[src/rtl/alu_mdu_control_if.sv]
// EX-stage bus between the ID/EX register and the ALU control / multiply-divide unit.
// The master drives instruction fields and operands; the slave returns ALU control and MDU status.
interface alu_mdu_control_if #(
    parameter int XLEN   = 32,
    parameter int CTRL_W = 4
);
    logic              valid_i;
    logic              flush_i;
    logic [9:0]        Funct_i;
    logic [1:0]        ALUOp_i;
    logic [XLEN-1:0]   rs1_i;
    logic [XLEN-1:0]   rs2_i;
    logic [CTRL_W-1:0] ALUCtrl_o;
    logic              mdu_busy_o;
    logic              mdu_done_o;
    logic [XLEN-1:0]   mdu_result_o;

    modport master (
        output valid_i, flush_i, Funct_i, ALUOp_i, rs1_i, rs2_i,
        input  ALUCtrl_o, mdu_busy_o, mdu_done_o, mdu_result_o
    );

    modport slave (
        input  valid_i, flush_i, Funct_i, ALUOp_i, rs1_i, rs2_i,
        output ALUCtrl_o, mdu_busy_o, mdu_done_o, mdu_result_o
    );
endinterface

[src/rtl/alu_mdu_control.sv]
// ALU operation decode plus an iterative one-bit-per-cycle multiply/divide unit that
// stalls the pipeline until its registered result is ready.
module alu_mdu_control #(
    parameter int XLEN   = 32,
    parameter int CTRL_W = 4
) (
    input  logic             clk_i,
    input  logic             rst_i,
    alu_mdu_control_if.slave bus
);
    localparam int CNT_W = $clog2(XLEN);

    typedef enum logic [3:0] {
        OP_AND  = 4'b0000, OP_XOR = 4'b0001, OP_SLL = 4'b0010, OP_ADD  = 4'b0011,
        OP_SUB  = 4'b0100, OP_SRA = 4'b0101, OP_OR  = 4'b0110, OP_SRL  = 4'b0111,
        OP_SLT  = 4'b1000, OP_SLTU = 4'b1001, OP_MDU = 4'b1111
    } alu_op_e;

    typedef enum logic [1:0] {S_IDLE, S_MUL, S_DIV, S_DONE} state_e;

    alu_op_e   op;
    logic [2:0] f3;
    logic       f8;
    logic       unused_funct;

    assign f3 = bus.Funct_i[2:0];
    assign f8 = bus.Funct_i[8];
    assign unused_funct = ^{bus.Funct_i[9], bus.Funct_i[7:4]};

    // NOTE: every combinational output gets a default first, so no path leaves it unassigned and infers a latch.
    always_comb begin
        op = OP_ADD;
        if (bus.ALUOp_i == 2'b10) begin
            op = OP_SUB;
        end else if (bus.ALUOp_i == 2'b00 && bus.Funct_i[3]) begin
            op = OP_MDU;
        end else if (bus.ALUOp_i[1] == 1'b0) begin
            case (f3)
                3'b000:  op = (f8 && bus.ALUOp_i == 2'b00) ? OP_SUB : OP_ADD;
                3'b001:  op = OP_SLL;
                3'b010:  op = OP_SLT;
                3'b011:  op = OP_SLTU;
                3'b100:  op = OP_XOR;
                3'b101:  op = f8 ? OP_SRA : OP_SRL;
                3'b110:  op = OP_OR;
                default: op = OP_AND;
            endcase
        end
    end

    assign bus.ALUCtrl_o = CTRL_W'(op);

    state_e           state_q, state_d;
    logic [CNT_W-1:0] cnt_q, cnt_d;
    logic [XLEN-1:0]  a_q, a_d;      // multiplicand or divisor magnitude
    logic [XLEN-1:0]  hi_q, hi_d;    // product high half or partial remainder
    logic [XLEN-1:0]  lo_q, lo_d;    // multiplier / product low half, or dividend / quotient
    logic [2:0]       f3_q, f3_d;
    logic             qneg_q, qneg_d, rneg_q, rneg_d;
    logic [XLEN-1:0]  result_q, result_d;

    logic            start, is_sdiv, div_zero, div_ovf, last;
    logic [XLEN-1:0] rs1_mag, rs2_mag, special_res;
    logic [XLEN:0]   mul_sum, rem_sh, rem_diff;
    logic [XLEN-1:0] mul_hi_n, mul_lo_n, div_hi_n, div_lo_n, quo_fix, rem_fix;

    assign start = (state_q == S_IDLE) && bus.valid_i && (bus.ALUOp_i == 2'b00)
                   && bus.Funct_i[3] && !bus.flush_i;

    assign is_sdiv  = f3[2] && !f3[0];
    assign rs1_mag  = (is_sdiv && bus.rs1_i[XLEN-1]) ? -bus.rs1_i : bus.rs1_i;
    assign rs2_mag  = (is_sdiv && bus.rs2_i[XLEN-1]) ? -bus.rs2_i : bus.rs2_i;
    assign div_zero = f3[2] && (bus.rs2_i == '0);
    assign div_ovf  = is_sdiv && (bus.rs1_i == {1'b1, {(XLEN-1){1'b0}}}) && (bus.rs2_i == '1);
    // Overflow yields quotient = dividend (100..0) and remainder 0.
    assign special_res = div_zero ? (f3[1] ? bus.rs1_i : '1)
                                  : (f3[1] ? '0 : bus.rs1_i);

    assign mul_sum  = {1'b0, hi_q} + (lo_q[0] ? {1'b0, a_q} : '0);
    assign mul_hi_n = mul_sum[XLEN:1];
    assign mul_lo_n = {mul_sum[0], lo_q[XLEN-1:1]};

    assign rem_sh   = {hi_q, lo_q[XLEN-1]};
    assign rem_diff = rem_sh - {1'b0, a_q};
    assign div_hi_n = rem_diff[XLEN] ? rem_sh[XLEN-1:0] : rem_diff[XLEN-1:0];
    assign div_lo_n = {lo_q[XLEN-2:0], ~rem_diff[XLEN]};
    assign quo_fix  = qneg_q ? -div_lo_n : div_lo_n;
    assign rem_fix  = rneg_q ? -div_hi_n : div_hi_n;

    assign last = (cnt_q == CNT_W'(XLEN - 1));

    always_comb begin
        state_d  = state_q;
        cnt_d    = cnt_q;
        a_d      = a_q;
        hi_d     = hi_q;
        lo_d     = lo_q;
        f3_d     = f3_q;
        qneg_d   = qneg_q;
        rneg_d   = rneg_q;
        result_d = result_q;
        case (state_q)
            S_IDLE: begin
                if (start) begin
                    f3_d  = f3;
                    cnt_d = '0;
                    hi_d  = '0;
                    if (div_zero || div_ovf) begin
                        state_d  = S_DONE;
                        result_d = special_res;
                    end else if (f3[2]) begin
                        state_d = S_DIV;
                        a_d     = rs2_mag;
                        lo_d    = rs1_mag;
                        qneg_d  = is_sdiv && (bus.rs1_i[XLEN-1] ^ bus.rs2_i[XLEN-1]);
                        rneg_d  = is_sdiv && bus.rs1_i[XLEN-1];
                    end else begin
                        state_d = S_MUL;
                        a_d     = bus.rs1_i;
                        lo_d    = bus.rs2_i;
                    end
                end
            end
            S_MUL: begin
                hi_d  = mul_hi_n;
                lo_d  = mul_lo_n;
                cnt_d = cnt_q + CNT_W'(1);
                if (last) begin
                    state_d  = S_DONE;
                    result_d = (f3_q == 3'b011) ? mul_hi_n : mul_lo_n;
                end
            end
            S_DIV: begin
                hi_d  = div_hi_n;
                lo_d  = div_lo_n;
                cnt_d = cnt_q + CNT_W'(1);
                if (last) begin
                    state_d  = S_DONE;
                    result_d = f3_q[1] ? rem_fix : quo_fix;
                end
            end
            default: state_d = S_IDLE;
        endcase
        if (bus.flush_i) begin
            state_d  = S_IDLE;
            result_d = result_q;
        end
    end

    // NOTE: state registers use non-blocking assignments so every flop samples pre-edge values.
    always_ff @(posedge clk_i or negedge rst_i) begin
        if (!rst_i) begin
            state_q  <= S_IDLE;
            cnt_q    <= '0;
            a_q      <= '0;
            hi_q     <= '0;
            lo_q     <= '0;
            f3_q     <= '0;
            qneg_q   <= 1'b0;
            rneg_q   <= 1'b0;
            result_q <= '0;
        end else begin
            state_q  <= state_d;
            cnt_q    <= cnt_d;
            a_q      <= a_d;
            hi_q     <= hi_d;
            lo_q     <= lo_d;
            f3_q     <= f3_d;
            qneg_q   <= qneg_d;
            rneg_q   <= rneg_d;
            result_q <= result_d;
        end
    end

    assign bus.mdu_busy_o   = start || (state_q == S_MUL) || (state_q == S_DIV);
    assign bus.mdu_done_o   = (state_q == S_DONE);
    assign bus.mdu_result_o = result_q;
endmodule

[src/flat_wrapper.sv]
// flat-port wrapper written by rule: the top's interface ports become plain ports
module alu_mdu_control_flat 
#(
    parameter int XLEN   = 32,
    parameter int CTRL_W = 4
)
  (clk_i, rst_i, bus_valid_i, bus_flush_i, bus_Funct_i, bus_ALUOp_i, bus_rs1_i, bus_rs2_i, bus_ALUCtrl_o, bus_mdu_busy_o, bus_mdu_done_o, bus_mdu_result_o);
  alu_mdu_control_if #(.XLEN(XLEN), .CTRL_W(CTRL_W)) bus_i ();
  input  logic clk_i;
  input  logic rst_i;
  input wire logic [$bits(bus_i.valid_i)-1:0] bus_valid_i;
  input wire logic [$bits(bus_i.flush_i)-1:0] bus_flush_i;
  input wire logic [$bits(bus_i.Funct_i)-1:0] bus_Funct_i;
  input wire logic [$bits(bus_i.ALUOp_i)-1:0] bus_ALUOp_i;
  input wire logic [$bits(bus_i.rs1_i)-1:0] bus_rs1_i;
  input wire logic [$bits(bus_i.rs2_i)-1:0] bus_rs2_i;
  output wire logic [$bits(bus_i.ALUCtrl_o)-1:0] bus_ALUCtrl_o;
  output wire logic [$bits(bus_i.mdu_busy_o)-1:0] bus_mdu_busy_o;
  output wire logic [$bits(bus_i.mdu_done_o)-1:0] bus_mdu_done_o;
  output wire logic [$bits(bus_i.mdu_result_o)-1:0] bus_mdu_result_o;
  assign bus_i.valid_i = bus_valid_i;
  assign bus_i.flush_i = bus_flush_i;
  assign bus_i.Funct_i = bus_Funct_i;
  assign bus_i.ALUOp_i = bus_ALUOp_i;
  assign bus_i.rs1_i = bus_rs1_i;
  assign bus_i.rs2_i = bus_rs2_i;
  assign bus_ALUCtrl_o = bus_i.ALUCtrl_o;
  assign bus_mdu_busy_o = bus_i.mdu_busy_o;
  assign bus_mdu_done_o = bus_i.mdu_done_o;
  assign bus_mdu_result_o = bus_i.mdu_result_o;
  alu_mdu_control #(.XLEN(XLEN), .CTRL_W(CTRL_W)) u_core (.clk_i(clk_i), .rst_i(rst_i), .bus(bus_i));
endmodule
[config.mk]
export PLATFORM = sky130hd
export DESIGN_NAME = alu_mdu_control_flat
export DESIGN_NICKNAME = d
export VERILOG_FILES = /design/src/rtl/alu_mdu_control_if.sv /design/src/rtl/alu_mdu_control.sv /design/src/flat_wrapper.sv
export SDC_FILE = /design/constraint.sdc
export NUM_CORES = 1
export LEC_CHECK = 0
export CAP_MARGIN = 20
export CELL_PAD_IN_SITES_DETAIL_PLACEMENT = 1
export CELL_PAD_IN_SITES_GLOBAL_PLACEMENT = 1
export CORE_ASPECT_RATIO = 1.4
export CORE_MARGIN = 10
export CORE_UTILIZATION = 40
export DETAILED_ROUTE_END_ITERATION = 12
export PLACE_DENSITY_LB_ADDON = 0.1
export SLEW_MARGIN = 20
export SYNTH_ARGS = -nofsm -noshare
export SYNTH_HDL_FRONTEND = slang
export SYNTH_SLANG_ARGS = --single-unit
export TNS_END_PERCENT = 50
[constraint.sdc]
create_clock -name clk_i -period 15.04 [get_ports clk_i]
set_clock_uncertainty 0.05 [all_clocks]
set_input_delay 3.008 -clock clk_i [delete_from_list [all_inputs] [get_ports clk_i]]
set_output_delay 3.008 -clock clk_i [all_outputs]
set_load 0.05 [all_outputs]
==> impl_metrics.ini, run 1 <==
[grt]
grt_pass1_vias = 17600
overflow = 0
grt_max_degree = 95
grtUsageTotal_pct = 26.1
antenna_found_initial = 0
grt_pass1_wl_um = 102000

[power_and_ir_drop]
sw_frac_of_total_pct = 57.1
leakage_nw = 7.33
p_int_w = 0.00180
power_density_nw_per_um2 = 233
max-vdd-ir-drop_uv = 87.8
pwr-share-seq_pct = 17.4
pwr-share-comb_pct = 72.9
p_clk_share_pct = 9.7
p_total_w = 0.00420
switchingPower_w = 0.00240

[timing]
max_freq_ghz = 0.119
rsz0062_at_grt = false
finalSetupTns_ns = 0
maxSlewHeadroom_pct = 31.9
drv_slew = 0
hold_ws_ns = 0.432
period_needed_ns = 8.43
fin_crit_sh_pct = 56.1
hold_viol = 0
setup_violations = 0
worst_slew_pin_slew_ns = 1.02

[run_status]
run_status = completed

[logic_synthesis]
yosysMostFrequentCell = nand2_1
synthTopCellsByCount = nand2_1 (252), nor2_1 (251), o21ai_0 (189)
ys_warn_count = 0
synth-edff-count = 0
ys_ff_latch = 140
synth_top_area_share_pct = 21.8
syn_nets = 2371
synth_seq_area_share_pct = 21.8
synth.distinct_cells = 95
ys_top_cells_by_area = dfrtp_1 (22%), o21ai_0 (5.9%), nand2_1 (5.9%)
syn_inst = 2214
synthArstFlopShare_pct = 100
syn_avg_cell_area_sq_um = 7.25
synthFlopType = dfrtp_1
synth_area_sq_um = 16100
yosys.area.top_type = dfrtp_1

[setup_path]
cp.arrival_ns = 5.38
crit_required_ns = 11.98
start_kind = primary input
crit_type = primary input to output pin
worstSetupEndpointType = output pin
critical_path.max_fanout = 94

[drt]
first_pass_iters = 5
wirelength_um = 64700
drc_errors = 0
num_vias = 17100
drt_iter0_drc = 915
wire_per_inst_um = 23.4
via_per_inst = 6.18
postRouteAntennaNets = 0

[clocking]
cts_made_buffers = 17
cts_resized = 0
cts_setup_buffers = 0
cts_sinks = 140
cts.htree.levels = 4
clk_pin_slew_ns = 0.06
clockBufferDepth = 2
cts_tree = yes
cts-root-buf = clkbuf_16
clock_latency_ns = 0.46
hold_buffers = 0

[die]
die_w_um = 189
core_sq_um = 39500
rows = 86
io_pins = 118
die_h_um = 257
initial_core_util_pct = 40.7
dieArea_sq_um = 48700

[layout]
layout-drive-gt1-share_pct = 5.91
nets = 2377
area_delta_synth_final_pct = 12.3
final_area_sq_um = 18000

[min_path]
hp-class = flip-flop to flip-flop

[placed_design]
hpwl_um = 50400
gp_congestion = 0.913
io_buffers = 112
placed_area_sq_um = 17500

[job]
timing.max_cap.violations = 0
## path summary, 6_finish.rpt
| check | from | to | slack, ns | cells past startpoint |
|---|---|---|---|---|
| setup / recovery | bus_Funct_i[2] | bus_ALUCtrl_o[2] | 6.61 | 6 |
| hold / removal | u_core.a_q[10] | u_core.a_q[10] | 0.43 | 2 |
| setup reg to reg | u_core.lo_q[31] | u_core.bus.mdu_result_o[24] | 7.63 | 21 |
| hold reg to reg | u_core.a_q[10] | u_core.a_q[10] | 0.43 | 2 |
| max in group asynchronous | rst_i | u_core.cnt_q[1] | 11.05 | 2 |
| min in group asynchronous | rst_i | u_core.a_q[2] | 2.56 | 1 |
## cells in the final DEF (no fill, tap or decap), types with 11 or more instances in the layout
cell type,synthesis,final
maj3_1,29,29
mux2i_1,22,22
nor2_1,251,249
a211oi_1,22,22
dfrtp_1,140,140
nor4_1,13,13
o211ai_1,24,24
nor3_1,49,49
a221oi_1,35,35
buf_4,3,34
o21ai_0,189,189
and2_1,13,13
xnor2_1,85,85
nand2b_1,17,17
a22oi_1,18,18
and3_1,12,12
a21oi_1,183,183
nand3_1,40,40
xor2_1,61,61
nand4_1,26,26
or3_1,37,37
o41ai_1,17,17
inv_1,78,78
clkbuf_16,0,17
o31ai_1,68,68
o21a_1,11,11
or4_1,21,21
ha_1,75,72
a21o_1,38,38
clkdlybuf4s50_1,0,110
a31oi_1,28,28
o211a_1,11,11
o21bai_1,12,12
nand2_1,252,251
mux2_2,14,14
## layer usage
| metal | track usage [%] | share of wire (%) |
|---|---|---|
| met1 | 34.2 | 45 |
| met2 | 43.6 | 48 |
| met3 | 2.64 | 4.5 |
| met4 | 8.90 | 2.4 |
| met5 | 0 | 0 |
## cell families (layout without fill, tap and decap cells)
logic type / Yosys count / in the layout / synth area share, %
compound gates: 757 / 757 / 31.0
xor+xnor: 146 / 146 / 7.96
fa+ha+maj: 106 / 106 / 7.90
buf+inv: 240 / 259 / 5.91
flops: 140 / 140 / 21.8
mux: 36 / 36 / 2.35
other cells: 0 / 1 / 0
simple gates: 789 / 789 / 23.1
## layout make-up
class / count / area, sq um
Sequential cell: 140 / 3500
Antenna cell: 1 / 2.50
Fill cell: 4964 / 21500
Tap cell: 528 / 661
Timing Repair Buffer: 146 / 1370
Inverter: 81 / 304
Multi-Input combinational cell: 1834 / 11600
Clock buffer: 19 / 453
Clock inverter: 13 / 92.6
## power by group through the flow
stage / combinational, W / sequential [W] / clock, W
floorplan: 0.00201 / 0.000764 / 0
global placement: 0.00294 / 0.000719 / 0
detailed placement: 0.00301 / 0.000728 / 0
CTS: 0.00303 / 0.000722 / 0.000412
global route: 0.00334 / 0.000747 / 0.000429
finish: 0.00306 / 0.000730 / 0.000408
## registers in the layout, indices dropped and copies added, names as in the netlist
register / flops
u_core.hi_q: 32
u_core.cnt_q: 5
u_core.qneg_q: 1
u_core.bus.mdu_result_o: 32
u_core.lo_q: 32
u_core.a_q: 32
u_core.f3_q: 3
u_core.state_q: 2
u_core.rneg_q: 1
## critical path, stage by stage
cell and delay, ns:
buf_2 0.07, buf_4 0.67, nor2b_1 0.47, a21oi_1 0.14, o22ai_1 0.17, clkdlybuf4s50_1 0.83
## through the flow
step                      utilization, %  worst slack, ns  std cells
after floorplan                        -             7.44       2214
after global placement              44.3             6.66       2729
after detailed placement            44.3             6.60       2729
after CTS                           45.6             6.60       2761
after global routing                45.6             6.42       2761
final                               45.7             6.61       2762
Power figures use the tool's default switching activity.
==> inputs of run 2 (changes only) <==
==> constraint.sdc (replaced) <==
create_clock -name clk_i -period 7 [get_ports clk_i]
set_clock_uncertainty 0.05 [all_clocks]
set_input_delay 1.4 -clock clk_i [delete_from_list [all_inputs] [get_ports clk_i]]
set_output_delay 1.4 -clock clk_i [all_outputs]
set_load 0.05 [all_outputs]
==> run 2 against run 1 <==
Non-clock buffer count is 4 higher. Critical path depth is 17 higher. Count of clock-buffer cells in the layout is 2 higher. Critical endpoint is now u_core.bus.mdu_result_o[26]. Largest cell class unchanged. Flip-flop and latch count stayed put. Via count is 0.19% higher. Clock power is 120% higher. First-iteration DRC count is 17% higher.
==> impl_metrics.ini, run 2 (synthesis results as in run 1) <==
[setup_path]
path_cells = inv_1 -> ha_1 -> fa_1 -> nor2b_1 -> o31ai_2 -> a21bo_2 -> a211oi_1 -> buf_4 -> or4_1 -> nand3_2 -> buf_4 -> o21ai_0 -> ha_1 -> or4b_2 -> nor3_1 -> nand2_1 -> nor2_1 -> nand4_1 -> o41a_1 -> o31ai_1 -> mux2i_1 -> o221ai_1 -> a22o_1
worstSetupEndpointType = flip-flop
rr_worst_depth = 23
cp_slowest_cell = or4b_2
r2r-start = u_core.lo_q[31]
critical_path.max_fanout = 6
r2r_end = u_core.bus.mdu_result_o[26]
crit_type = flip-flop to flip-flop
start_kind = flip-flop
slowest_delay_ns = 0.62
r2r_slack_ns = 0.63
crit_required_ns = 7.28
cp.arrival_ns = 6.65

[clocking]
cts-root-buf = clkbuf_16
cts_made_buffers = 17
clock_latency_ns = 0.45
cts_resized = 0
cts_sinks = 140
cts_tree = yes
clk_pin_slew_ns = 0.07
cts_setup_buffers = 0
hold_buffers = 0
clockBufferDepth = 2
cts.htree.levels = 4

[power_and_ir_drop]
max-vdd-ir-drop_uv = 164
leakage_nw = 7.35
power_density_nw_per_um2 = 501

[timing]
hold_ws_ns = 0.427
maxSlewHeadroom_pct = 35.3
finalSetupTns_ns = 0
rsz0062_at_grt = false
max_freq_ghz = 0.157
hold_viol = 0
period_needed_ns = 6.37
fin_ws_ns = 0.628
setup_violations = 0
fin_crit_sh_pct = 91.0
drv_slew = 0
worst_slew_pin_slew_ns = 0.962

[placed_design]
dp_slack_ns = 0.648
gp_congestion = 0.919
io_buffers = 112
hpwl_um = 50900

[layout]
nets = 2381
area_delta_synth_final_pct = 12.6
layout-drive-gt1-share_pct = 6.08
seq_area_sq_um = 3500
final_common_cell = nand2_1
diodes = 0
multi_input_area_sq_um = 11600
fillCellCount = 4955
mostFrequentLayoutCells = nand2_1 (251), nor2_1 (249), o21ai_0 (189), a21oi_1 (183), dfrtp_1 (140)

[min_path]
whs_path_depth = 1
holdPathEnd = u_core.bus.mdu_result_o[5]
hp-class = flip-flop to flip-flop
holdCritStartpoint = u_core.bus.mdu_result_o[5]

[grt]
grt_max_degree = 94
overflow = 0
grt_pass1_wl_um = 103000
antenna_found_initial = 0
grt_pass1_vias = 17600
grtUsageTotal_pct = 26.3

[die]
initial_core_util_pct = 40.7
dieArea_sq_um = 48700
rows = 86
die_w_um = 189
io_pins = 118
die_h_um = 257
core_sq_um = 39500

[drt]
postRouteAntennaNets = 0
num_vias = 17100
wirelength_um = 65300
wire_per_inst_um = 23.6
drc_errors = 0
drt_iter0_drc = 1073
first_pass_iters = 5
via_per_inst = 6.18

[run_status]
run_status = completed

[job]
timing.max_cap.violations = 0
run 2: worst max path at each step:
stage                          startpoint                           to  slack (ns)  cells past startpoint
final                     u_core.lo_q[31]  u_core.bus.mdu_result_o[26]        0.63                     23
after global routing      u_core.lo_q[31]  u_core.bus.mdu_result_o[26]        0.27                     23
after CTS                 u_core.lo_q[31]  u_core.bus.mdu_result_o[28]        0.60                     23
after detailed placement  u_core.lo_q[31]  u_core.bus.mdu_result_o[28]        0.65                     23
after global placement    u_core.lo_q[31]  u_core.bus.mdu_result_o[28]        0.71                     23
after floorplan           u_core.lo_q[31]  u_core.bus.mdu_result_o[28]        0.74                     26
run 2: through the flow:
| step | instance area [sq um] | total power, W | util (%) | std cells |
|---|---|---|---|---|
| finish | 18100 | 0.00906 | 45.8 | 2765 |
| global route | 18100 | 0.00973 | 45.8 | 2765 |
| CTS | 18100 | 0.00900 | 45.8 | 2765 |
| detailed placement | 17500 | 0.00806 | 44.4 | 2733 |
| global placement | 17500 | 0.00791 | 44.3 | 2732 |
| floorplan | 16100 | 0.00595 | - | 2214 |
run 2: critical path: cells and delay by family, from the launching register on:
family | cells | cell delay, ns
and+or+nand+nor | 8 | 1.96
DFF | 1 | 0.40
muxes | 1 | 0.24
buffers and inverters | 3 | 0.52
AOI/OAI and AO/OA | 8 | 2.10
adders and majority gates | 3 | 0.96
run 2: report_power, final:
group	internal [W]	switching (W)	total (W)
registers	0.00113	0.000438	0.00157
clock network	0.000485	0.000405	0.000890
logic	0.00230	0.00430	0.00661
run 2: final cells by class:
| class | instances | area share [%] |
|---|---|---|
| Tap cell | 528 | 3.65 |
| Inverter | 81 | 1.68 |
| Timing Repair Buffer | 150 | 7.80 |
| Clock inverter | 11 | 0.484 |
| Multi-Input combinational cell | 1834 | 64.4 |
| Clock buffer | 21 | 2.60 |
| Sequential cell | 140 | 19.4 |
run 2: routing by layer:
layer	track usage (%)	wire (um)	vias to the layer above
met5	0	0	-
met4	7.73	1640	0
met3	2.46	2820	78
met2	44.1	31300	452
met1	34.9	29500	8460
li1	-	-	8101
